$ cat src/rtl/erase_reclaim_controller.sv
// Erase/reclaim controller: queues blocks for erase, drives the flash erase, then frees or retires each block.
// Optional feature: define ERASE_RETRY_EN to retry a failed or timed-out erase once before retiring the block.
module erase_reclaim_controller #(
  parameter int                   BLOCKS    = 64,
  parameter int                   QDEPTH    = 4,
  parameter int                   TIMEOUT_W = 16,
  parameter logic [TIMEOUT_W-1:0] TIMEOUT   = 16'd50000,
  localparam int                  BW        = $clog2(BLOCKS),
  localparam int                  CW        = $clog2(QDEPTH + 1)
) (
  input  logic          clk,
  input  logic          reset_n,
  input  logic          erase_req,
  input  logic [BW-1:0] erase_block,
  output logic          req_ready,
  output logic [CW-1:0] pending,
  output logic          busy,
  output logic          flash_erase_start,
  output logic [BW-1:0] flash_erase_addr,
  input  logic          flash_erase_done,
  input  logic          flash_erase_fail,
  output logic          erase_en,
  output logic [BW-1:0] block_id,
  output logic          free,
  output logic [BW-1:0] free_block,
  output logic          bad_valid,
  output logic [BW-1:0] bad_block
);

  localparam int                   PW        = $clog2(QDEPTH);
  localparam logic [CW-1:0]        FULL      = CW'(QDEPTH);
  localparam logic [TIMEOUT_W-1:0] TMO_LAST  = TIMEOUT - TIMEOUT_W'(1);

  typedef enum logic [2:0] {S_IDLE, S_ISSUE, S_WAIT, S_COMMIT, S_FAIL} state_t;

  state_t               r_state;
  logic [BW-1:0]        r_mem [QDEPTH];
  logic [PW-1:0]        r_wr_ptr;
  logic [PW-1:0]        r_rd_ptr;
  logic [CW-1:0]        r_count;
  logic [BW-1:0]        r_addr;
  logic [BW-1:0]        r_result_id;
  logic [TIMEOUT_W-1:0] r_timer;
  logic                 r_start;
  logic                 r_erase_en;
  logic                 r_free;
  logic                 r_bad;
`ifdef ERASE_RETRY_EN
  logic                 r_retried;
`endif

  logic w_req_ready;
  logic w_push;
  logic w_pop;
  logic w_success;
  logic w_failure;

  assign w_req_ready = (r_count != FULL);
  assign w_push      = erase_req && w_req_ready;
  assign w_pop       = (r_state == S_IDLE) && (r_count != '0);
  // A completion always wins over a timeout landing in the same cycle.
  assign w_success   = flash_erase_done && !flash_erase_fail;
  assign w_failure   = flash_erase_done ? flash_erase_fail : (r_timer == TMO_LAST);

  // NOTE: FIFO storage has no reset; occupancy and pointers alone define which entries are valid.
  always_ff @(posedge clk) begin
    if (w_push) r_mem[r_wr_ptr] <= erase_block;
  end

  // NOTE: sequential state uses non-blocking assignments so every register samples pre-edge values.
  always_ff @(posedge clk or negedge reset_n) begin
    if (!reset_n) begin
      r_wr_ptr <= '0;
      r_rd_ptr <= '0;
      r_count  <= '0;
    end else begin
      if (w_push) r_wr_ptr <= r_wr_ptr + PW'(1);
      if (w_pop)  r_rd_ptr <= r_rd_ptr + PW'(1);
      r_count <= r_count + CW'(w_push) - CW'(w_pop);
    end
  end

  always_ff @(posedge clk or negedge reset_n) begin
    if (!reset_n) begin
      r_state     <= S_IDLE;
      r_addr      <= '0;
      r_result_id <= '0;
      r_timer     <= '0;
      r_start     <= 1'b0;
      r_erase_en  <= 1'b0;
      r_free      <= 1'b0;
      r_bad       <= 1'b0;
`ifdef ERASE_RETRY_EN
      r_retried   <= 1'b0;
`endif
    end else begin
      r_start    <= 1'b0;
      r_erase_en <= 1'b0;
      r_free     <= 1'b0;
      r_bad      <= 1'b0;
      case (r_state)
        S_IDLE: begin
`ifdef ERASE_RETRY_EN
          r_retried <= 1'b0;
`endif
          if (w_pop) begin
            r_addr  <= r_mem[r_rd_ptr];
            r_start <= 1'b1;
            r_state <= S_ISSUE;
          end
        end
        S_ISSUE: begin
          r_timer <= '0;
          r_state <= S_WAIT;
        end
        S_WAIT: begin
          r_timer <= r_timer + TIMEOUT_W'(1);
          if (w_success) begin
            r_erase_en  <= 1'b1;
            r_free      <= 1'b1;
            r_result_id <= r_addr;
            r_state     <= S_COMMIT;
          end else if (w_failure) begin
`ifdef ERASE_RETRY_EN
            if (!r_retried) begin
              r_retried <= 1'b1;
              r_start   <= 1'b1;
              r_state   <= S_ISSUE;
            end else begin
              r_bad       <= 1'b1;
              r_result_id <= r_addr;
              r_state     <= S_FAIL;
            end
`else
            r_bad       <= 1'b1;
            r_result_id <= r_addr;
            r_state     <= S_FAIL;
`endif
          end
        end
        S_COMMIT: r_state <= S_IDLE;
        S_FAIL:   r_state <= S_IDLE;
        default:  r_state <= S_IDLE;
      endcase
    end
  end

  assign req_ready         = w_req_ready;
  assign pending           = r_count;
  assign busy              = (r_state != S_IDLE);
  assign flash_erase_start = r_start;
  assign flash_erase_addr  = r_addr;
  assign erase_en          = r_erase_en;
  assign block_id          = r_result_id;
  assign free              = r_free;
  assign free_block        = r_result_id;
  assign bad_valid         = r_bad;
  assign bad_block         = r_result_id;

endmodule
$ cat config.mk
export PLATFORM = sky130hd
export DESIGN_NAME = erase_reclaim_controller
export DESIGN_NICKNAME = d
export VERILOG_FILES = /design/src/rtl/erase_reclaim_controller.sv
export SDC_FILE = /design/constraint.sdc
export NUM_CORES = 1
export LEC_CHECK = 0
export ABC_CLOCK_PERIOD_IN_PS = 2450
export CORE_MARGIN = 2
export CORE_UTILIZATION = 45
export CTS_BUF_LIST = sky130_fd_sc_hd__clkbuf_16
export DETAILED_ROUTE_END_ITERATION = 6
export PLACE_DENSITY = 0.71
export SLEW_MARGIN = 10
export SYNTH_ARGS = -nofsm -noshare
export SYNTH_HDL_FRONTEND = slang
export SYNTH_SLANG_ARGS = --single-unit
$ cat constraint.sdc
create_clock -name clk -period 2.45 [get_ports clk]
set_input_delay 0.49 -clock clk [delete_from_list [all_inputs] [get_ports clk]]
set_output_delay 0.49 -clock clk [all_outputs]
set_load 0.02 [all_outputs]
==> insert_results.sql, run 1 <==
INSERT INTO impl_metrics (metric_group, metric, value, unit) VALUES
('logic_synthesis', 'post_synth_instance_area', '2930', 'um^2'),
('setup_path', 'critical_path.endpoint_type', 'output port', ''),
('finish', 'final_area', '3680', 'um^2'),
('timing', 'period_share', '0.919', ''),
('setup_path', 'worst-setup-path-type', 'flip-flop to output port', ''),
('setup_path', 'worstPathCellList', 'or3_1 -> clkdlybuf4s50_1', ''),
('floorplanning', 'chipHeight', '84.6', 'um'),
('finish', 'fraction_of_final_layout_cells_with_drive_strength_greater_than_1', '0.211', ''),
('logic_synthesis', 'syn_area_cell', '14.3', 'um^2'),
('power', 'powerDensity', '1320', 'nW/um^2'),
('timing', 'fin_hold_ws', '0.0496', 'ns'),
('clock_tree', 'root_buffer', 'clkbuf_16', ''),
('floorplanning', 'floorplan.core_area', '6310', 'um^2'),
('logic_synthesis', 'most_area_hungry_cell_type_in_the_yosys_netlist', 'dfrtp_1', ''),
('logic_synthesis', 'synth-main-ff-cell', 'dfrtp_1', ''),
('global_routing', 'grt_pass1_vias', '1708', ''),
('clock_tree', 'cts.hold.buffers_added', '0', ''),
('route', 'via_per_inst', '5.28', ''),
('timing', 'post-route-min-period', '2.25', 'ns'),
('route', 'detail_route.drc_violations', '0', ''),
('hold_path', 'worst_hold_path_type', 'primary input to async pin', ''),
('logic_synthesis', 'yosys-top-cells-count', '41 x dfrtp_1, 24 x edfxtp_1, 13 x buf_4, 13 x nand2_1, 10 x o21ai_0', ''),
('timing', 'setup_ws', '0.199', 'ns'),
('global_routing', 'grt_start_max_net_pins', '17', ''),
('setup_path', 'cp.buffers_inverters', '1', ''),
('global_routing', 'gr-total-overflow', '0', ''),
('clock_tree', 'tritoncts.num_buffers', '9', ''),
('logic_synthesis', 'mappedNetlistNets', '223', ''),
('floorplanning', 'die_x', '84.6', 'um'),
('logic_synthesis', 'synth-async-reset-ratio', '0.631', ''),
('route', 'first_pass_iters', '4', ''),
('route', 'postRouteAntennaNets', '0', ''),
('setup_path', 'data_arrival_at_the_endpoint_of_the_critical_path', '1.76', 'ns'),
('clock_tree', 'clock_path_buffers', '2', ''),
('timing', 'worst-slew-pin-transition', '0.500', 'ns'),
('setup_path', 'worst-endpoint-required', '1.96', 'ns'),
('route', 'drtIter0Drc', '104', ''),
('floorplanning', 'start_util', '0.463', ''),
('status', 'outcome', 'complete, no violations', ''),
('floorplanning', 'fp-row-count', '29', ''),
('finish', 'fill_cells', '504', ''),
('logic_synthesis', 'synth.yosys.warnings', '0', ''),
('route', 'routed_wire_length_per_instance', '15.7', 'um'),
('route', 'dr_total_vias', '1731', ''),
('global_routing', 'antenna_found_initial', '0', ''),
('setup_path', 'cp-startpoint', 'r_state[2]$_DFFE_PN0P_', ''),
('timing', 'rsz_0062_raised_after_global_routing', 'no', ''),
('setup_path', 'cp_top_family', 'buffers and inverters', ''),
('clock_tree', 'htree_levels', '3', ''),
('clock_tree', 'clk-insertion-delay-late', '0.33', 'ns'),
('logic_synthesis', 'synth.top_cells.by_area', 'dfrtp_1 35%, edfxtp_1 25%, mux4_2 4.6%, buf_4 3.3%, mux2_2 3.1%', ''),
('timing', 'max-slew-margin-rel', '0.666', ''),
('power', 'total_power', '4.84', 'mW'),
('placed_design', 'placed_area', '3380', 'um^2'),
('clock_tree', 'cts_tree', 'yes', ''),
('placed_design', 'gp_congestion', '0.787', ''),
('placed_design', 'place.port_buffers', '43', ''),
('clock_tree', 'post_cts_buffers', '0', ''),
('logic_synthesis', 'post_synthesis_sequential_area_ratio', '0.597', ''),
('logic_synthesis', 'yosys_register_bits', '65', ''),
('setup_path', 'regToRegSetupSlack', '0.23', 'ns'),
('finish', 'flow.area_growth_from_synthesis', '25.8', '%'),
('clock_tree', 'post_cts.resized_instances', '0', ''),
('timing', 'post_route_clock_skew', '0.00485', 'ns'),
('finish', 'final-instance-count-excl-fill', '328', ''),
('logic_synthesis', 'synthMostInstantiatedCell', 'dfrtp_1', ''),
('timing', 'slew_viol_final', '0', ''),
('setup_path', 'crit_path_max_incr_delay', '0.58', 'ns'),
('logic_synthesis', 'syn-instance-count', '204', ''),
('route', 'postRouteWirelength', '5.15', 'mm'),
('placed_design', 'preCtsSetupSlack', '0.0198', 'ns');
layout by cell type (no fill, tap or decap), types with 3 or more instances in the layout:
cell             instances
clkdlybuf4s50_1         42
dfrtp_1                 41
edfxtp_1                24
nand2_1                 13
o21ai_0                 10
clkbuf_16                9
mux2_2                   8
inv_1                    7
ha_1                     7
buf_4                    7
and3_1                   6
mux4_2                   6
mux2_4                   6
nand3_1                  5
xnor2_1                  4
and2_1                   4
o211ai_1                 4
o31ai_1                  4
nor3_1                   3
mux2i_1                  3
routing by layer:
metal / track usage / part of all wire / vias to the layer above
li1: - / - / 830
met1: 0.228 / 0.46 / 841
met2: 0.233 / 0.47 / 50
met3: 0.0393 / 0.047 / 10
met4: 0.0909 / 0.023 / 0
met5: 0 / 0 / -
report_power, final:
| part | switching [mW] | internal (mW) |
|---|---|---|
| clock network | 0.477 | 0.796 |
| logic | 0.890 | 0.971 |
| registers | 0.263 | 1.44 |
| total | 1.63 | 3.21 |
registers in the layout (all words and copies together) (netlist names), 2 cells and up:
name,count
r_mem,24
r_timer,16
bad_block,6
flash_erase_addr,6
pending,3
r_state,3
r_rd_ptr,2
r_wr_ptr,2
layout make-up:
cell class	count	area, um^2	area share
Clock buffer	9	225	0.0612
Clock inverter	7	78.8	0.0214
Inverter	7	26.3	0.00714
Multi-Input combinational cell	113	1030	0.280
Sequential cell	65	1750	0.475
Tap cell	77	96.3	0.0262
Timing Repair Buffer	50	478	0.130
worst max-delay path by stage:
stage,endpoint,slack [ns],cells past startpoint
floorplan,pending[2]$_DFF_PN0_,0.06,9
global placement,pending[2]$_DFF_PN0_,0.06,10
detailed placement,pending[2]$_DFF_PN0_,0.02,10
CTS,busy,0.19,2
global route,pending[2]$_DFF_PN0_,0.12,9
finish,busy,0.20,2
cells by family (layout without fill, tap and decap cells):
| logic type | Yosys count | after routing | share of synthesized area |
|---|---|---|---|
| XOR/XNOR | 5 | 5 | 0.0150 |
| adder cells (fa/ha/maj) | 8 | 8 | 0.0368 |
| buffers and inverters | 26 | 73 | 0.0509 |
| AND/OR/NAND/NOR | 51 | 51 | 0.121 |
| flip-flops | 65 | 65 | 0.597 |
| AO/OA/AOI/OAI | 26 | 26 | 0.0607 |
| multiplexers | 23 | 23 | 0.118 |
(Power assumes the default switching activity.)
==> run 2: changes to the inputs <==
Settings changed: ABC_CLOCK_PERIOD_IN_PS 2450 to 2300.
Clock period 2.45 ns to 2.3 ns, I/O delays scaled along.
==> insert_results.sql, run 2 (synthesis results as in run 1) <==
INSERT INTO impl_metrics (metric_group, metric, value, unit) VALUES
('setup_path', 'critical_path.endpoint_type', 'flip-flop', ''),
('finish', 'fill_cells', '538', ''),
('finish', 'top_regs', 'r_mem (24), r_timer (16)', ''),
('global_routing', 'grt_pass1_wl', '8.98', 'mm'),
('global_routing', 'global_route_track_usage_on_met3', '0.0482', ''),
('global_routing', 'gr-max-usage-layer', 'met2', ''),
('power', 'total_leakage_power', '1.55', 'nW'),
('status', 'outcome', 'complete, no violations', ''),
('timing', 'post-route-min-period', '2.17', 'ns'),
('clock_tree', 'clk-insertion-delay-late', '0.33', 'ns'),
('setup_path', 'crit_path_top_delay_cell', 'or3_4', ''),
('floorplanning', 'die_area', '7160', 'um^2'),
('setup_path', 'crit_path_max_incr_delay', '0.42', 'ns'),
('floorplanning', 'fp-row-count', '29', ''),
('floorplanning', 'start_util', '0.463', ''),
('global_routing', 'grt.met1_usage', '0.207', ''),
('floorplanning', 'floorplan.core_area', '6310', 'um^2'),
('placed_design', 'hpwl', '3.72', 'mm'),
('setup_path', 'critical_path_peak_fanout', '4', ''),
('clock_tree', 'tritoncts.num_buffers', '9', ''),
('clock_tree', 'cts.reportedPaths.clkPinSlew', '0.05', 'ns'),
('global_routing', 'grt.met2_usage', '0.263', ''),
('finish', 'seq_area', '1750', 'um^2'),
('hold_path', 'worst_hold_path_type', 'primary input to async pin', ''),
('finish', 'flow.area_growth_from_synthesis', '26.7', '%'),
('finish', 'largest_register_ffs', '24', ''),
('timing', 'fmax', '461', 'MHz'),
('finish', 'fraction_of_final_layout_cells_with_drive_strength_greater_than_1', '0.230', ''),
('setup_path', 'worst-setup-path-type', 'flip-flop to flip-flop', ''),
('global_routing', 'grt_use_total', '0.163', ''),
('global_routing', 'grt_start_max_net_pins', '42', ''),
('clock_tree', 'htree_levels', '3', ''),
('setup_path', 'crit-reg2reg-capture', 'pending[2]$_DFF_PN0_', ''),
('setup_path', 'worst-endpoint-required', '2.54', 'ns'),
('finish', 'mostFrequentLayoutCell', 'clkdlybuf4s50_1', ''),
('global_routing', 'antenna_found_initial', '0', ''),
('timing', 'worst-slew-pin-transition', '0.440', 'ns'),
('finish', 'multi_input_area', '1040', 'um^2'),
('power', 'vdd_drop_max', '0.000924', 'V'),
('power', 'powerDensity', '1400', 'nW/um^2'),
('timing', 'timing.final.setup_violations', '0', ''),
('timing', 'tns', '0', 'ns'),
('clock_tree', 'root_buffer', 'clkbuf_16', ''),
('setup_path', 'data_arrival_at_the_endpoint_of_the_critical_path', '2.41', 'ns'),
('route', 'routed_wire_length_per_instance', '16.5', 'um'),
('timing', 'report.final.hold_viol_count', '0', ''),
('run', 'drv.max_cap_violation_count', '0', ''),
('route', 'detail_route.drc_violations', '0', ''),
('floorplanning', 'num_io_pins', '44', ''),
('floorplanning', 'die_x', '84.6', 'um'),
('finish', 'post-route-util', '0.587', ''),
('placed_design', 'place.port_buffers', '43', ''),
('timing', 'max-slew-margin-rel', '0.707', ''),
('setup_path', 'worstPathCellList', 'or3_4 -> nor2_4 -> ha_1 -> inv_1 -> ha_1 -> inv_1 -> fa_2 -> xnor2_1 -> xnor2_1', ''),
('setup_path', 'rr_startpoint', 'r_state[1]$_DFFE_PN0P_', ''),
('finish', 'antenna_cells', '0', ''),
('route', 'dr_total_vias', '1764', ''),
('clock_tree', 'cts_sinks', '65', ''),
('timing', 'post_route_clock_skew', '0.00929', 'ns'),
('clock_tree', 'clock_path_buffers', '2', ''),
('route', 'postRouteWirelength', '5.43', 'mm'),
('setup_path', 'worst_r2r_path_depth', '9', ''),
('setup_path', 'regToRegSetupSlack', '0.13', 'ns'),
('global_routing', 'grt_pass1_vias', '1837', ''),
('clock_tree', 'cts_tree', 'yes', ''),
('timing', 'period_share', '0.944', ''),
('finish', 'final_cell_mix', '42 x clkdlybuf4s50_1, 40 x dfrtp_1, 24 x edfxtp_1', ''),
('placed_design', 'gp_congestion', '0.698', ''),
('finish', 'final_net_count', '266', ''),
('floorplanning', 'chipHeight', '84.6', 'um'),
('global_routing', 'gr-total-overflow', '0', ''),
('route', 'postRouteAntennaNets', '0', ''),
('finish', 'register_containing_the_most_flip_flops_in_the_final_layout', 'r_mem', ''),
('route', 'drtIter0Drc', '99', ''),
('route', 'first_pass_iters', '4', ''),
('timing', 'slew_viol_final', '0', ''),
('route', 'via_per_inst', '5.36', ''),
('setup_path', 'cp-start-kind', 'flip-flop', '');
## run 2: critical path, delay by kind of cell (launching register included)
kind | cells | cell delay [ns]
buffers and inverters | 2 | 0.11
adder cells (fa/ha/maj) | 3 | 0.70
XOR/XNOR | 2 | 0.34
AND/OR/NAND/NOR | 2 | 0.55
flip-flops | 1 | 0.39
## run 2: worst max-delay path by stage
stage                      endpoint  cells after the start              startpoint  slack, ns
6_report       pending[2]$_DFF_PN0_                      9  r_state[1]$_DFFE_PN0P_       0.13
5_1_grt        pending[2]$_DFF_PN0_                      9  r_state[1]$_DFFE_PN0P_    -0.0007
4_1_cts        pending[2]$_DFF_PN0_                     11    pending[1]$_DFF_PN0_        0.1
3_5_place_dp   pending[2]$_DFF_PN0_                     10               erase_req      -0.16
3_3_place_gp   pending[2]$_DFF_PN0_                     10               erase_req      -0.06
2_1_floorplan  pending[2]$_DFF_PN0_                      9  r_state[2]$_DFFE_PN0P_       0.04
## run 2: per-layer routing
| layer | share of wire | wire (um) |
|---|---|---|
| met1 | 0.45 | 2430 |
| met2 | 0.49 | 2650 |
| met3 | 0.048 | 260 |
| met4 | 0.016 | 89 |
| met5 | 0 | 0 |
## run 2: area by class of cell
cell class	count	area share
sequential	65	0.472
timing repair buffer	51	0.134
tap	77	0.0260
clock inverter	7	0.0189
clock buffer	9	0.0608
inverter	7	0.00709
multi-input combinational	113	0.281
## run 2: repair_timing
item                       4_1_cts  5_1_grt
resized for setup                0        3
setup endpoints to repair        0        1
hold buffers                     0        0
buffers inserted                 0        2
## run 2: metrics by stage
stage / std cells / hold slack [ns] / instance area (um^2) / setup WS [ns] / total power, mW
global route: 329 / 0.107 / 3710 / -0.000734 / 5.48
detailed placement: 311 / 0.454 / 3390 / -0.161 / 3.86
global placement: 311 / 0.450 / 3390 / -0.0570 / 3.78
floorplan: 204 / 0.164 / 2930 / 0.0365 / 3.14
CTS: 327 / 0.105 / 3680 / 0.0952 / 5.21
finish: 329 / 0.0877 / 3710 / 0.130 / 5.20
## run 2: power breakdown
group          switching, mW  internal, mW
clock                  0.494         0.837
combinational          0.982          1.07
sequential             0.274          1.54
total                   1.75          3.45
==> run 3: changes to the inputs <==
Settings changed: CORE_MARGIN 2 to 10.
==> insert_results.sql, run 3 (synthesis results as in run 1) <==
INSERT INTO impl_metrics (metric_group, metric, value, unit) VALUES
('clock_tree', 'cts_sinks', '65', ''),
('power', 'power_internal', '3.45', 'mW'),
('finish', 'antenna_cells', '0', ''),
('run', 'drv.max_cap_violation_count', '0', ''),
('route', 'first_pass_iters', '4', ''),
('route', 'detail_route.drc_violations', '0', ''),
('setup_path', 'critical_path.endpoint_type', 'flip-flop', ''),
('finish', 'final_cell_mix', '42 x clkdlybuf4s50_1, 40 x dfrtp_1, 24 x edfxtp_1', ''),
('clock_tree', 'cts_tree', 'yes', ''),
('clock_tree', 'htree_levels', '3', ''),
('placed_design', 'placedCellCount', '312', ''),
('timing', 'fin_hold_ws', '0.113', 'ns'),
('finish', 'final_net_count', '267', ''),
('power', 'share_clk_of_total_power', '0.257', ''),
('route', 'postRouteWirelength', '5.45', 'mm'),
('floorplanning', 'die_x', '101', 'um'),
('placed_design', 'preCtsSetupSlack', '-0.131', 'ns'),
('finish', 'largest_register_ffs', '24', ''),
('clock_tree', 'clock_path_buffers', '2', ''),
('finish', 'flow.area_growth_from_synthesis', '26.6', '%'),
('setup_path', 'cp-start-kind', 'flip-flop', ''),
('global_routing', 'antenna_found_initial', '0', ''),
('power', 'total_leakage_power', '1.56', 'nW'),
('route', 'route.met2.wl', '2.45', 'mm'),
('timing', 'fmax', '458', 'MHz'),
('finish', 'fill_cells', '477', ''),
('setup_path', 'data_arrival_at_the_endpoint_of_the_critical_path', '2.39', 'ns'),
('floorplanning', 'chipHeight', '101', 'um'),
('setup_path', 'critical_path_peak_fanout', '4', ''),
('setup_path', 'crit_path_top_delay_cell', 'or3_4', ''),
('route', 'dr_wl_met3', '409', 'um'),
('finish', 'mostFrequentLayoutCell', 'clkdlybuf4s50_1', ''),
('placed_design', 'placed_area', '3380', 'um^2'),
('timing', 'timing.final.setup_violations', '0', ''),
('floorplanning', 'num_io_pins', '44', ''),
('setup_path', 'crit_path_max_incr_delay', '0.42', 'ns'),
('placed_design', 'gp_congestion', '0.784', ''),
('timing', 'worst-slew-pin-transition', '0.538', 'ns'),
('route', 'route.top_layer_used', 'met4', ''),
('floorplanning', 'start_util', '0.461', ''),
('power', 'net-switching-power', '1.74', 'mW'),
('status', 'outcome', 'complete, no violations', ''),
('global_routing', 'grt_use_total', '0.112', ''),
('timing', 'report.final.hold_viol_count', '0', ''),
('finish', 'register_containing_the_most_flip_flops_in_the_final_layout', 'r_mem', ''),
('hold_path', 'worst_hold_path_type', 'primary input to async pin', ''),
('global_routing', 'grt_start_max_net_pins', '24', ''),
('placed_design', 'hpwl', '3.78', 'mm'),
('clock_tree', 'cts.reportedPaths.clkPinSlew', '0.06', 'ns'),
('floorplanning', 'fp-row-count', '29', ''),
('floorplanning', 'floorplan.core_area', '6350', 'um^2'),
('clock_tree', 'root_buffer', 'clkbuf_16', ''),
('finish', 'fraction_of_final_layout_cells_with_drive_strength_greater_than_1', '0.229', ''),
('clock_tree', 'clk-insertion-delay-late', '0.33', 'ns'),
('route', 'postRouteAntennaNets', '0', ''),
('clock_tree', 'cts.hold.buffers_added', '0', ''),
('global_routing', 'gr-total-overflow', '0', ''),
('timing', 'setup_ws', '0.117', 'ns'),
('route', 'met1_length', '2.47', 'mm'),
('global_routing', 'grt_pass1_wl', '8.87', 'mm'),
('setup_path', 'worst_r2r_path_depth', '9', ''),
('finish', 'final-instance-count-excl-fill', '330', ''),
('route', 'dr_total_vias', '1769', ''),
('setup_path', 'worstPathCellList', 'or3_4 -> nor2_4 -> ha_1 -> inv_1 -> ha_1 -> inv_1 -> fa_1 -> xnor2_2 -> xnor2_1', ''),
('timing', 'slew_viol_final', '0', ''),
('route', 'routed_wire_length_per_instance', '16.5', 'um'),
('route', 'via_per_inst', '5.36', ''),
('clock_tree', 'tritoncts.num_buffers', '9', ''),
('global_routing', 'grt_pass1_vias', '1743', ''),
('timing', 'tns', '0', 'ns'),
('power', 'powerDensity', '1400', 'nW/um^2'),
('setup_path', 'worst-endpoint-required', '2.51', 'ns'),
('finish', 'final_area', '3700', 'um^2'),
('placed_design', 'place.port_buffers', '43', ''),
('floorplanning', 'die_area', '10100', 'um^2'),
('timing', 'post-route-min-period', '2.18', 'ns'),
('power', 'vdd_drop_max', '0.000955', 'V'),
('power', 'comb_power_share', '0.394', ''),
('setup_path', 'worst-setup-path-type', 'flip-flop to flip-flop', ''),
('timing', 'post_route_clock_skew', '0.00820', 'ns'),
('timing', 'max-slew-margin-rel', '0.641', ''),
('timing', 'period_share', '0.949', ''),
('power', 'power.sequential.fraction', '0.349', ''),
('route', 'drtIter0Drc', '128', ''),
('finish', 'top_regs', 'r_mem (24), r_timer (16)', ''),
('power', 'power_switching_share', '0.336', '');
==> run 3: cell types whose count changed in the layout (fill, tap and decap cells not counted), sizes merged <==
cell | previous run | this run
buf | 9 | 10
inv | 8 | 7
clkinv | 5 | 6
==> run 3: path summary, 6_finish.rpt <==
check,start,to,slack (ns)
setup / recovery,r_state[2]$_DFFE_PN0P_,pending[2]$_DFF_PN0_,0.12
hold / removal,reset_n,r_timer[0]$_DFFE_PN0P_,0.11
setup reg to reg,r_state[2]$_DFFE_PN0P_,pending[2]$_DFF_PN0_,0.12
hold reg to reg,r_timer[7]$_DFFE_PN0P_,r_timer[7]$_DFFE_PN0P_,0.52
max in group asynchronous,reset_n,r_timer[13]$_DFFE_PN0P_,1.63
min in group clk,r_timer[7]$_DFFE_PN0P_,r_timer[7]$_DFFE_PN0P_,0.52
==> run 3: repair_timing <==
action	in CTS	in global routing
resized for setup	0	1
setup buffers	0	2
setup endpoints to repair	0	1
==> run 3: stage by stage <==
stage	utilization	total power, mW
after floorplan	-	3.14
after global placement	0.533	3.81
after detailed placement	0.533	3.86
after CTS	0.580	5.20
after global routing	0.583	5.51
final	0.583	5.19
==> run 3: layout make-up <==
type | instances | area (um^2) | share of cell area
Multi-Input combinational cell | 113 | 1040 | 0.282
Sequential cell | 65 | 1750 | 0.472
Clock inverter | 7 | 71.3 | 0.0193
Inverter | 7 | 26.3 | 0.00710
Clock buffer | 9 | 225 | 0.0608
Timing Repair Buffer | 52 | 493 | 0.133
Tap cell | 77 | 96.3 | 0.0260
==> run 3: power groups by stage <==
stage	clock network (mW)	logic, mW	registers (mW)
after global routing	1.42	2.22	1.87
final	1.33	2.04	1.81
after floorplan	0	1.22	1.92
after global placement	0	1.99	1.82
after CTS	1.36	2.02	1.82
after detailed placement	0	2.01	1.84
==> run 3: worst max-delay path: cells and delay by family, from the launching register on <==
| family | cells | cell delay (ns) |
|---|---|---|
| simple gates | 2 | 0.52 |
| buf+inv | 2 | 0.10 |
| flops | 1 | 0.40 |
| fa+ha+maj | 3 | 0.75 |
| xor+xnor | 2 | 0.29 |
==> run 3: metal layers <==
metal | vias up | GRT usage
li1 | 837 | -
met1 | 858 | 0.146
met2 | 58 | 0.157
met3 | 16 | 0.0418
met4 | 0 | 0.0587
met5 | - | 0
